`src/rtl/hazard_ctrl_if.sv`:
```
// hazard_ctrl_if: ID/EX hazard inputs and pipeline control outputs
// for the WISC-15 interlock, with decoder-side and sequencer-side views.
interface hazard_ctrl_if;
  logic        id_valid;
  logic [3:0]  id_opcode;
  logic [3:0]  id_rs;
  logic [3:0]  id_rt;
  logic        ex_load;
  logic [3:0]  ex_rd;
  logic        ex_redirect;
  logic        pc_stall;
  logic        if_id_stall;
  logic        if_id_flush;
  logic        id_ex_flush;
  logic        halted;
  logic [15:0] stall_cycles;
  logic [1:0]  state;

  modport slave (
    input  id_valid, id_opcode, id_rs, id_rt,
    input  ex_load, ex_rd, ex_redirect,
    output pc_stall, if_id_stall, if_id_flush,
    output id_ex_flush, halted, stall_cycles, state
  );

  modport master (
    output id_valid, id_opcode, id_rs, id_rt,
    output ex_load, ex_rd, ex_redirect,
    input  pc_stall, if_id_stall, if_id_flush,
    input  id_ex_flush, halted, stall_cycles, state
  );
endinterface

```
`src/rtl/hazard_ctrl.sv`:
```
// hazard_ctrl: load-use interlock, redirect squash and hlt drain
// sequencer for the WISC-15 five-stage pipeline.
module hazard_ctrl #(
  parameter int unsigned DRAIN_CYCLES = 4
) (
  input  logic          clk,
  input  logic          rst,
  hazard_ctrl_if.slave  bus
);

  typedef enum logic [1:0] {
    RUN    = 2'd0,
    DRAIN  = 2'd1,
    HALTED = 2'd2
  } state_e;

  state_e      state_q, state_d;
  logic [3:0]  cnt_q, cnt_d;
  logic [15:0] stall_q, stall_d;
  logic        halted_q, halted_d;

  logic rs_use, rt_use, r15_use;
  logic src_hit, lu, is_hlt;
  logic pc_stall_c, if_id_stall_c;
  logic if_id_flush_c, id_ex_flush_c;

  always_comb begin
    rs_use  = (bus.id_opcode <= 4'hA);
    rt_use  = (bus.id_opcode <= 4'h4)
           || (bus.id_opcode == 4'h9);
    r15_use = (bus.id_opcode == 4'hE);
    src_hit = (rs_use  && bus.ex_rd == bus.id_rs)
           || (rt_use  && bus.ex_rd == bus.id_rt)
           || (r15_use && bus.ex_rd == 4'hF);
    lu      = (state_q == RUN) && bus.id_valid
           && bus.ex_load && (bus.ex_rd != 4'h0)
           && src_hit;
    is_hlt  = bus.id_valid && (bus.id_opcode == 4'hF);
  end

  always_comb begin
    state_d       = state_q;
    cnt_d         = cnt_q;
    stall_d       = stall_q;
    pc_stall_c    = 1'b0;
    if_id_stall_c = 1'b0;
    if_id_flush_c = 1'b0;
    id_ex_flush_c = 1'b0;
    unique case (state_q)
      RUN: begin
        // Redirect squashes the ID instruction, so it hides lu and hlt.
        if (bus.ex_redirect) begin
          if_id_flush_c = 1'b1;
          id_ex_flush_c = 1'b1;
        end else if (lu) begin
          pc_stall_c    = 1'b1;
          if_id_stall_c = 1'b1;
          id_ex_flush_c = 1'b1;
          if (stall_q != 16'hFFFF)
            stall_d = stall_q + 16'd1;
        end else if (is_hlt) begin
          pc_stall_c    = 1'b1;
          if_id_flush_c = 1'b1;
          cnt_d         = 4'(DRAIN_CYCLES);
          state_d       = DRAIN;
        end
      end
      DRAIN: begin
        pc_stall_c    = 1'b1;
        if_id_flush_c = 1'b1;
        id_ex_flush_c = 1'b1;
        cnt_d         = cnt_q - 4'd1;
        if (cnt_q == 4'd1)
          state_d = HALTED;
      end
      HALTED: begin
        pc_stall_c    = 1'b1;
        if_id_flush_c = 1'b1;
        id_ex_flush_c = 1'b1;
      end
      default: state_d = RUN;
    endcase
    halted_d = (state_d == HALTED);
  end

  always_ff @(posedge clk or posedge rst) begin
    if (rst) begin
      state_q  <= RUN;
      cnt_q    <= 4'd0;
      stall_q  <= 16'd0;
      halted_q <= 1'b0;
    end else begin
      state_q  <= state_d;
      cnt_q    <= cnt_d;
      stall_q  <= stall_d;
      halted_q <= halted_d;
    end
  end

  // Gate with rst so outputs drop before any clock edge.
  assign bus.pc_stall     = pc_stall_c    & ~rst;
  assign bus.if_id_stall  = if_id_stall_c & ~rst;
  assign bus.if_id_flush  = if_id_flush_c & ~rst;
  assign bus.id_ex_flush  = id_ex_flush_c & ~rst;
  assign bus.halted       = halted_q;
  assign bus.stall_cycles = stall_q;
  assign bus.state        = state_q;

endmodule

```
`src/flat_wrapper.sv`:
```
// flat-port wrapper written by rule: the top's interface ports become plain ports
module hazard_ctrl_flat 
#(
  parameter int unsigned DRAIN_CYCLES = 4
)
  (clk, rst, bus_id_valid, bus_id_opcode, bus_id_rs, bus_id_rt, bus_ex_load, bus_ex_rd, bus_ex_redirect, bus_pc_stall, bus_if_id_stall, bus_if_id_flush, bus_id_ex_flush, bus_halted, bus_stall_cycles, bus_state);
  hazard_ctrl_if bus_i ();
  input  logic clk;
  input  logic rst;
  input wire logic [$bits(bus_i.id_valid)-1:0] bus_id_valid;
  input wire logic [$bits(bus_i.id_opcode)-1:0] bus_id_opcode;
  input wire logic [$bits(bus_i.id_rs)-1:0] bus_id_rs;
  input wire logic [$bits(bus_i.id_rt)-1:0] bus_id_rt;
  input wire logic [$bits(bus_i.ex_load)-1:0] bus_ex_load;
  input wire logic [$bits(bus_i.ex_rd)-1:0] bus_ex_rd;
  input wire logic [$bits(bus_i.ex_redirect)-1:0] bus_ex_redirect;
  output wire logic [$bits(bus_i.pc_stall)-1:0] bus_pc_stall;
  output wire logic [$bits(bus_i.if_id_stall)-1:0] bus_if_id_stall;
  output wire logic [$bits(bus_i.if_id_flush)-1:0] bus_if_id_flush;
  output wire logic [$bits(bus_i.id_ex_flush)-1:0] bus_id_ex_flush;
  output wire logic [$bits(bus_i.halted)-1:0] bus_halted;
  output wire logic [$bits(bus_i.stall_cycles)-1:0] bus_stall_cycles;
  output wire logic [$bits(bus_i.state)-1:0] bus_state;
  assign bus_i.id_valid = bus_id_valid;
  assign bus_i.id_opcode = bus_id_opcode;
  assign bus_i.id_rs = bus_id_rs;
  assign bus_i.id_rt = bus_id_rt;
  assign bus_i.ex_load = bus_ex_load;
  assign bus_i.ex_rd = bus_ex_rd;
  assign bus_i.ex_redirect = bus_ex_redirect;
  assign bus_pc_stall = bus_i.pc_stall;
  assign bus_if_id_stall = bus_i.if_id_stall;
  assign bus_if_id_flush = bus_i.if_id_flush;
  assign bus_id_ex_flush = bus_i.id_ex_flush;
  assign bus_halted = bus_i.halted;
  assign bus_stall_cycles = bus_i.stall_cycles;
  assign bus_state = bus_i.state;
  hazard_ctrl #(.DRAIN_CYCLES(DRAIN_CYCLES)) u_core (.clk(clk), .rst(rst), .bus(bus_i));
endmodule
```
`config.mk`:
```
export PLATFORM = sky130hd
export DESIGN_NAME = hazard_ctrl_flat
export DESIGN_NICKNAME = d
export VERILOG_FILES = /design/src/rtl/hazard_ctrl_if.sv /design/src/rtl/hazard_ctrl.sv /design/src/flat_wrapper.sv
export SDC_FILE = /design/constraint.sdc
export NUM_CORES = 1
export LEC_CHECK = 0
export ABC_AREA = 1
export CORE_UTILIZATION = 46
export DETAILED_ROUTE_END_ITERATION = 16
export GPL_ROUTABILITY_DRIVEN = 1
export GPL_TIMING_DRIVEN = 0
export PLACE_DENSITY_LB_ADDON = 0.15
export SLEW_MARGIN = 20
export SYNTH_ARGS = -nofsm -noshare
export SYNTH_HDL_FRONTEND = slang
export SYNTH_SLANG_ARGS = --single-unit
```
`constraint.sdc`:
```
create_clock -name clk -period 1.7 [get_ports clk]
set_input_delay 0.34 -clock clk [delete_from_list [all_inputs] [get_ports clk]]
set_output_delay 0.34 -clock clk [all_outputs]
set_load 0.05 [all_outputs]
```
======== Yosys cells after proc, flatten, opt, wreduce, memory -nomap -nowiden ========
Cells that the tools add are included.
word-level totals
  register bits ........................... 23
  bits of input ports ..................... 21
  output and inout port bits .............. 23
  word-level logic and storage cells ...... 66
operators by class
  $add $sub $neg .......................... 2
  magnitude comparators ................... 2
  equal/unequal tests ..................... 14
  multiplexer cells ....................... 21
  bitwise logic cells ..................... 6
  reductions and logical operators ........ 17
operators with widths
  operator                                                                          count
  16-bit by 1-bit adder with 16-bit output, second input constant                   1
  4-bit == test, second input constant                                              4
  16-bit != test, second input constant                                             1
  4-bit 2-to-1 mux                                                                  3
  1-bit 2-to-1 mux                                                                  9
  4-bit == test                                                                     2
  1-bit logical AND                                                                 8
  2-bit 2-to-1 mux                                                                  4
  4-bit one-hot mux with 2 select lines                                             1
  4-bit AND reduction                                                               2
  1-bit one-hot mux with 2 select lines                                             3
  2-bit one-hot mux with 3 select lines                                             1
  1-bit AND                                                                         4
  2-bit == test, second input constant                                              2
  4-bit by 1-bit == test with 1-bit output, second input constant                   1
  4-bit by 3-bit less-or-equal comparator with 1-bit output, second input constant  1
  4-bit less-or-equal comparator, second input constant                             1
  2-bit != test, second input constant                                              2
  4-bit nonzero test                                                                1
  4-bit by 1-bit subtractor with 4-bit output, second input constant                1
  1-bit logical OR                                                                  3
  2-bit by 1-bit == test with 1-bit output, second input constant                   1
  2-bit zero test                                                                   1
  2-bit by 1-bit != test with 1-bit output, second input constant                   1
  3 further kinds                                                                   4

======== Logic depth before layout (Yosys ltp) ========
Gate-level depths: netlist (run 1).
  depth after elaboration ................. 10
  gate-level depth with buffers ........... 12
  depth with buffers taken out ............ 11

======== Worst setup path after synthesis (run 1) ========
Ideal clock, no wire load.
  path kind ............................... register -> output
  from .................................... register u_core.state_q[0], in the netlist u_core.bus.state[0]
  to ...................................... output port bus_if_id_stall
  data arrival time ....................... 2.388 ns
  data required time ...................... 1.360 ns
  path slack .............................. -1.028 ns
  stages on the path, launching flop included .. 7
  buffers on the path ..................... 0
  cells stage by stage .................... dfrtp_1 > inv_1 > ha_1 > nand3_1 > a41oi_1 > nand2_2 > nor3_1
on the way
  word-level cells in the longest chain between the ends .. 9
RTL lines
  what                             RTL line                              RTL
  from (decl)                      hazard_ctrl.sv:17                     state_e state_q, state_d;
  from (signal assigned)           hazard_ctrl.sv:93                     state_q <= state_d;
  2-bit zero test *                hazard_ctrl.sv:35, hazard_ctrl.sv:49
  1-bit logical AND                hazard_ctrl.sv:35                     lu = (state_q == RUN) && bus.id_valid
  1-bit logical AND (2 in series)  hazard_ctrl.sv:36                     && bus.ex_load && (bus.ex_rd != 4'h0)
  1-bit logical AND                hazard_ctrl.sv:37                     && src_hit;
  1-bit 2-to-1 mux                 hazard_ctrl.sv:55                     end else if (lu) begin
  1-bit 2-to-1 mux                 hazard_ctrl.sv:52                     if (bus.ex_redirect) begin
  1-bit 2-to-1 mux *               hazard_ctrl.sv:49                     unique case (state_q)
  1-bit AND *                      hazard_ctrl.sv:102                    assign bus.if_id_stall = if_id_stall_c & ~rst;
  to (decl)                        flat_wrapper.sv:18                    output wire logic [$bits(bus_i.if_id_stall)-1:0] bus_if_id_stall;
Every way passes the cells marked *; elsewhere a longest branch is shown, timed or not.

======== Worst setup path after layout (run 1) ========
Same ends and word-level chain as after synthesis.

==> results of run 1 <==
==> cells in the mapped netlist, drive strengths merged <==
master and count:
nor3 11, a21oi 2, o21ai 12, nand4 1
nor2 24, o211ai 2, nand3 26, nand2 80
dfrtp 23, xnor2 7, nand3b 1, ha 7
inv 34, a41oi 1, buf 4, xor2 8
a21boi 1, a31oi 4
==> worst max-delay path: cells and delay by family, from the launching register on <==
family	cells	cell delay, ns
adder cells (fa/ha/maj)	1	0.14
AND/OR/NAND/NOR	3	0.28
AO/OA/AOI/OAI	1	0.20
buffers and inverters	3	0.41
flip-flops	1	0.42
==> area by class of cell <==
cell class | count | area [µm²]
multi-input cells | 187 | 1120
fillers | 293 | 963
flip-flops and latches | 23 | 584
repair buffers | 55 | 488
inverters | 34 | 136
well taps | 46 | 57.6
clock buffers | 4 | 45.0
plain buffers | 4 | 37.5
repair inverters | 1 | 5.00
==> worst min-delay path by stage <==
| stage | startpoint | endpoint | slack [ns] |
|---|---|---|---|
| floorplan | rst | u_core.bus.halted$_DFF_PP0_ | 0.22 |
| global placement | u_core.bus.stall_cycles[13]$_DFFE_PP0P_ | u_core.bus.stall_cycles[13]$_DFFE_PP0P_ | 0.51 |
| detailed placement | u_core.bus.stall_cycles[13]$_DFFE_PP0P_ | u_core.bus.stall_cycles[13]$_DFFE_PP0P_ | 0.52 |
| CTS | u_core.bus.stall_cycles[13]$_DFFE_PP0P_ | u_core.bus.stall_cycles[13]$_DFFE_PP0P_ | 0.54 |
| global route | u_core.bus.stall_cycles[1]$_DFFE_PP0P_ | u_core.bus.stall_cycles[1]$_DFFE_PP0P_ | 0.57 |
| finish | u_core.bus.stall_cycles[13]$_DFFE_PP0P_ | u_core.bus.stall_cycles[13]$_DFFE_PP0P_ | 0.53 |
==> cells by family (layout without fill, tap and decap cells) <==
logic type      after synthesis  count (layout)
simple gates                143             143
buf+inv                      38              98
flops                        23              23
compound gates               22              22
xor+xnor                     15              15
fa+ha+maj                     7               7
==> per-layer routing <==
metal | track usage | wire length [µm] | up-vias
li1 | - | - | 911
met1 | 0.316 | 2060 | 818
met2 | 0.390 | 2150 | 60
met3 | 0.0420 | 264 | 8
met4 | 0.108 | 73 | 0
met5 | 0 | 0 | -
==> sequential cells by signal, indices dropped and copies added, names as in the netlist <==
signal                   flops
u_core.bus.stall_cycles     16
u_core.bus.halted            1
u_core.cnt_q                 4
u_core.bus.state             2
==> power by group <==
| part | switching [mW] | total [mW] | internal [mW] |
|---|---|---|---|
| sequential | 0 | 0.546 | 0.546 |
| clock | 0.179 | 0.347 | 0.167 |
| combinational | 0.0927 | 0.153 | 0.0607 |
| total | 0.272 | 1.05 | 0.775 |
==> metrics by stage <==
step                      hold slack, ns  std cells  worst slack (ns)   util
after floorplan                    0.219        248            -0.281      -
after detailed placement           0.522        337             -1.25  0.664
final                              0.532        354            -0.359  0.720
after global routing               0.575        354            -0.446  0.720
after global placement             0.514        337             -1.22  0.664
after CTS                          0.538        348            -0.350  0.690
==> timing repair <==
item / CTS / global route
buffers inserted: 6 / 5
resized for setup: 75 / 17
pin swaps: 13 / 2
endpoints found under the setup margin: 41 / 22
cloned: 1 / 2
==> flow_summary.json, run 1 <==
{
  "run_status": "complete, but fails checks",
  "failed_checks": "negative setup slack",
  "design.core.area_um2": 3440,
  "setup_viol_count_final": 4,
  "ctsRootBufferMaster": "sky130_fd_sc_hd__clkbuf_8",
  "drt.antenna.violating_nets": 0,
  "area.growth.synth_to_final_pct": 45.9,
  "synth_top_area_cell": "sky130_fd_sc_hd__dfrtp_1",
  "synth_compound_area_frac": 0.0781,
  "pin_count": 44,
  "core.rowCount": 21,
  "routed_wl_mm": 4.55,
  "rsz0062_at_grt": "yes",
  "worst_hold_path.num_cells": 2,
  "grt_max_degree": 13,
  "drive_gt1_frac": 0.214,
  "dr.pass1.iters": 4,
  "grt_antenna_before_repair": 0,
  "portBuffers": 43,
  "first_global_vias": 1705,
  "post-route-drc-count": 0,
  "vias_per_cell": 5.08,
  "tightest_slew_ns": 0.600,
  "first_iter_violations": 91,
  "timing.max_cap.violations": 0,
  "critPathCaptureType": "output pin",
  "max_freq_ghz": 0.486,
  "postSynthAreaPerCell_um2": 6.85,
  "grt_util_all_layers": 0.242,
  "yosys-top-cells-area": "sky130_fd_sc_hd__dfrtp_1 (34%), sky130_fd_sc_hd__nand2_1 (17%), sky130_fd_sc_hd__nand3_1 (7.4%), sky130_fd_sc_hd__inv_1 (6.2%), sky130_fd_sc_hd__nor2_1 (5.3%)",
  "timing.setup.critical_path_class": "reg -> out",
  "min_period_ns": 2.06,
  "hpwl_mm": 3.05,
  "crit_end": "bus_if_id_stall",
  "postSynthRegisterBits": 23,
  "clock-skew-final_ns": 0.00315,
  "netlist_area_um2": 1700,
  "postLayoutSetupSlackWorst_ns": -0.359,
  "design.final.nets": 337,
  "die_x_um": 62.8,
  "setup.reg_to_reg.worst_slack_ns": 0.03,
  "clk_path_buf_depth": 2,
  "min_path_type": "reg -> reg",
  "initial_utilization": 0.494,
  "htreeDepth": 1,
  "yosysSeqAreaShare": 0.339,
  "routedWlPerCell_um": 12.8,
  "cp_max_fo": 4,
  "final_cell_area_um2": 2480,
  "synthAdderAreaFrac": 0.0515,
  "worst_setup_path_startpoint": "u_core.bus.state[0]$_DFF_PP0_",
  "crit_path_cell_trace": "inv_2 -> ha_4 -> nand3_2 -> a41oi_2 -> nand2_4 -> buf_4 -> nor3_4 -> buf_6",
  "vias": 1797,
  "number_of_hold_violations_in_the_final_report": 0,
  "grt_pass1_wl_mm": 7.59,
  "timing.critical_path.required_ns": 1.36,
  "setup_total_negative_slack_ns": -1.20,
  "crit-reg2reg-launch": "u_core.bus.state[0]$_DFF_PP0_",
  "cts-hold-fix-buffers": 0,
  "synth_nets": 276,
  "antenna_diode_count": 0,
  "gp_congestion": 0.856,
  "relSlewSlack": 0.598,
  "post_synth_xor_area_fraction": 0.0773,
  "max_stage_delay_ns": 0.42,
  "crit_arrival_ns": 1.72,
  "syn-instance-count": 248,
  "die_y_um": 62.8,
  "synth_largest_type_area_fraction": 0.339,
  "numClockSinks": 23,
  "layout_common_cells": "sky130_fd_sc_hd__nand2_1 (75), sky130_fd_sc_hd__dlygate4sd2_1 (36), sky130_fd_sc_hd__inv_1 (24), sky130_fd_sc_hd__nand3_1 (22), sky130_fd_sc_hd__nor2_1 (21)",
  "power_density_nw_per_um2": 422,
  "worstSkewPairLatency_ns": 0.26,
  "yosys.area_share.simple": 0.362,
  "synth_cell_types": 27,
  "yosysWarningCount": 0,
  "cts-buffers-inserted": 3,
  "crit_path_start_kind": "register",
  "vdd_ir_drop_max_mv": 0.338,
  "power.leakage_nw": 1.26,
  "crit_slowest_cell": "sky130_fd_sc_hd__dfrtp_2",
  "tritoncts": "done",
  "worst_path_clk_slew_ns": 0.08,
  "reg2reg_depth": 11,
  "fin_crit_sh": 1.21,
  "yosys-mux-area-fraction": 0,
  "final_max_slew_viol_count": 0,
  "critical_path.reg2reg.endpoint": "u_core.bus.stall_cycles[0]$_DFFE_PP0P_",
  "overflow": 0,
  "design.die.area_um2": 3940,
  "finalPower_mw": 1.05,
  "detailed_place.area_um2": 2280,
  "synth_top_family_by_area": "simple AND/OR/NAND/NOR gates",
  "layout.cells.most_common": "sky130_fd_sc_hd__nand2_1"
}
Power figures use the tool's default switching activity.
==> run 2: changes to the inputs <==
--- a/config.mk
+++ b/config.mk
@@ -6,7 +6,7 @@
 export NUM_CORES = 1
 export LEC_CHECK = 0
 export ABC_AREA = 1
-export CORE_UTILIZATION = 46
+export CORE_UTILIZATION = 44
 export DETAILED_ROUTE_END_ITERATION = 16
 export GPL_ROUTABILITY_DRIVEN = 1
 export GPL_TIMING_DRIVEN = 0
==> constraint.sdc (replaced) <==
create_clock -name clk -period 1.8 [get_ports clk]
set_input_delay 0.36 -clock clk [delete_from_list [all_inputs] [get_ports clk]]
set_output_delay 0.36 -clock clk [all_outputs]
set_load 0.05 [all_outputs]
==> run 2 against run 1 <==
Against the previous run: the run still ends with negative setup slack left; first-iteration DRC count grew 29%; register-to-register slack lost 0.12 ns; worst setup slack gained 0.066 ns; final cell count grew 1.4%; clock skew grew 0.0013 ns; sequential share of layout area shrank 0.14 points; global-route usage shrank 1.7 points; clock power shrank 8.1%; die area grew 4.4%; largest cell class unchanged; largest power group unchanged; highest routed layer unchanged.
==> flow_summary.json, run 2 (synthesized netlist as in run 1, its figures left out) <==
{
  "routedWlPerCell_um": 12.5,
  "crit_path_start_kind": "register",
  "design.final.nets": 340,
  "cts-buffers-inserted": 3,
  "overflow": 0,
  "die_y_um": 64.1,
  "grt_max_degree": 14,
  "die_x_um": 64.1,
  "final_cell_area_um2": 2480,
  "gp_congestion": 0.845,
  "pin_count": 44,
  "cp_max_fo": 4,
  "cts-hold-fix-buffers": 0,
  "min_path_type": "reg -> reg",
  "core.rowCount": 22,
  "antenna_diode_count": 0,
  "clock-skew-final_ns": 0.00444,
  "design.die.area_um2": 4110,
  "grt_util_all_layers": 0.224,
  "worst_path_clk_slew_ns": 0.08,
  "detailed_place.area_um2": 2280,
  "crit_arrival_ns": 1.73,
  "number_of_hold_violations_in_the_final_report": 0,
  "run_status": "complete, but fails checks",
  "first_global_vias": 1632,
  "first_iter_violations": 117,
  "layout_common_cells": "sky130_fd_sc_hd__nand2_1 (72), sky130_fd_sc_hd__dlygate4sd2_1 (35), sky130_fd_sc_hd__inv_1 (24), sky130_fd_sc_hd__nor2_1 (23), sky130_fd_sc_hd__nand3_1 (22)",
  "grt_antenna_before_repair": 0,
  "ctsRootBufferMaster": "sky130_fd_sc_hd__clkbuf_8",
  "critPathCaptureType": "output pin",
  "timing.critical_path.required_ns": 1.44,
  "dr.pass1.iters": 4,
  "failed_checks": "negative setup slack",
  "portBuffers": 43,
  "final_max_slew_viol_count": 0,
  "htreeDepth": 1,
  "rsz0062_at_grt": "yes",
  "vias_per_cell": 5.02,
  "largest_register_ffs": 16,
  "hpwl_mm": 3.03,
  "worstSkewPairLatency_ns": 0.27,
  "power_density_nw_per_um2": 394,
  "tightest_slew_ns": 0.606,
  "fin_crit_sh": 1.16,
  "design.core.area_um2": 3690,
  "finalPower_mw": 0.977,
  "routed_wl_mm": 4.49,
  "min_period_ns": 2.09,
  "tritoncts": "done",
  "pre_cts_ws_ns": -1.24,
  "power.leakage_nw": 1.28,
  "layout.cells.most_common": "sky130_fd_sc_hd__nand2_1",
  "final_core_utilization": 0.672,
  "timing.max_cap.violations": 0,
  "numClockSinks": 23,
  "post-route-drc-count": 0,
  "vdd_ir_drop_max_mv": 0.328,
  "relSlewSlack": 0.594,
  "initial_utilization": 0.461,
  "grt_pass1_wl_mm": 7.25,
  "drive_gt1_frac": 0.209,
  "clk_path_buf_depth": 2,
  "setup_viol_count_final": 22,
  "postLayoutSetupSlackWorst_ns": -0.293,
  "vias": 1801,
  "drt.antenna.violating_nets": 0,
  "max_freq_ghz": 0.478,
  "timing.setup.critical_path_class": "reg -> out",
  "area.growth.synth_to_final_pct": 45.8
}
run 2: changes by cell type in the layout (fill, tap and decap cells not counted), moves of 2 or more:
cell                      previous run  this run
sky130_fd_sc_hd__nor2_2              3         0
sky130_fd_sc_hd__dfrtp_1            16        19
sky130_fd_sc_hd__dfrtp_2             7         4
sky130_fd_sc_hd__nand2_2             2         5
sky130_fd_sc_hd__ha_1                4         6
sky130_fd_sc_hd__nor2_1             21        23
sky130_fd_sc_hd__nand2_1            75        72
sky130_fd_sc_hd__buf_4              11        14
run 2: worst max-delay path: stages, from the launching register on:
cell	delay, ns
sky130_fd_sc_hd__dfrtp_2	0.42
sky130_fd_sc_hd__inv_2	0.08
sky130_fd_sc_hd__ha_4	0.16
sky130_fd_sc_hd__nand3_4	0.07
sky130_fd_sc_hd__a41oi_2	0.21
sky130_fd_sc_hd__nand2_4	0.11
sky130_fd_sc_hd__nand2_2	0.07
sky130_fd_sc_hd__nand2_2	0.06
sky130_fd_sc_hd__a21oi_4	0.12
sky130_fd_sc_hd__buf_6	0.17
run 2: where the power goes:
part | switching [mW] | internal, mW | total [mW] | leakage [nW]
clock | 0.165 | 0.155 | 0.319 | 0.0255
combinational | 0.0858 | 0.0559 | 0.142 | 0.945
sequential | 0 | 0.516 | 0.516 | 0.306
run 2: stage by stage:
stage | hold WS (ns) | instances | setup TNS (ns)
floorplan | 0.236 | 248 | -0.434
CTS | 0.527 | 352 | -0.832
global route | 0.583 | 359 | -3.52
detailed placement | 0.510 | 339 | -9.29
global placement | 0.510 | 339 | -9.09
finish | 0.528 | 359 | -1.11
run 2: final cells by class:
cell class / instances / area [µm²]
plain buffers: 4 / 38.8
inverters: 34 / 134
flip-flops and latches: 23 / 581
fillers: 334 / 1210
clock inverters: 1 / 5.00
multi-input cells: 187 / 1100
repair buffers: 58 / 508
clock buffers: 3 / 41.3
well taps: 48 / 60.1
repair inverters: 1 / 5.00
run 2: path summary, 6_finish.rpt:
| check | startpoint | to | slack, ns | depth (start not counted) |
|---|---|---|---|---|
| worst max-delay path | u_core.bus.state[0]$_DFF_PP0_ | bus_pc_stall | -0.29 | 9 |
| worst min-delay path | u_core.bus.stall_cycles[9]$_DFFE_PP0P_ | u_core.bus.stall_cycles[9]$_DFFE_PP0P_ | 0.53 | 2 |
| worst max register to register | u_core.bus.state[0]$_DFF_PP0_ | u_core.cnt_q[3]$_DFFE_PP0P_ | -0.09 | 10 |
| worst min register to register | u_core.bus.stall_cycles[9]$_DFFE_PP0P_ | u_core.bus.stall_cycles[9]$_DFFE_PP0P_ | 0.53 | 2 |
| max in group asynchronous | rst | u_core.bus.stall_cycles[0]$_DFFE_PP0P_ | 0.79 | 2 |
| min in group asynchronous | rst | u_core.bus.stall_cycles[5]$_DFFE_PP0P_ | 0.67 | 3 |
run 2: timing repair:
| action | CTS | global route |
|---|---|---|
| gates cloned | 1 | 2 |
| endpoints found under the hold margin | 0 | 0 |
| setup buffers | 8 | 5 |
| resized for setup | 72 | 15 |
| pin swaps | 13 | 2 |
| endpoints found under the setup margin | 22 | 23 |
run 2: metal layers:
| layer | global-route usage | wire, µm | vias to the layer above |
|---|---|---|---|
| met2 | 0.380 | 2220 | 56 |
| li1 | - | - | 912 |
| met3 | 0.0214 | 262 | 10 |
| met1 | 0.301 | 1920 | 823 |
| met4 | 0.0694 | 78 | 0 |
| met5 | 0 | 0 | - |
==> run 3: changes to the inputs <==
--- a/config.mk
+++ b/config.mk
@@ -7,11 +7,14 @@
 export LEC_CHECK = 0
 export ABC_AREA = 1
 export CORE_UTILIZATION = 44
+export CTS_CLUSTER_SIZE = 24
 export DETAILED_ROUTE_END_ITERATION = 16
 export GPL_ROUTABILITY_DRIVEN = 1
 export GPL_TIMING_DRIVEN = 0
 export PLACE_DENSITY_LB_ADDON = 0.15
+export SKIP_LAST_GASP = 1
 export SLEW_MARGIN = 20
 export SYNTH_ARGS = -nofsm -noshare
 export SYNTH_HDL_FRONTEND = slang
 export SYNTH_SLANG_ARGS = --single-unit
+export TNS_END_PERCENT = 100
==> results of run 3 <==
Final layout, timing and power as in run 2 (identical DEF).
Among the figures that moved: number of gates resized after CTS 72 -> 71
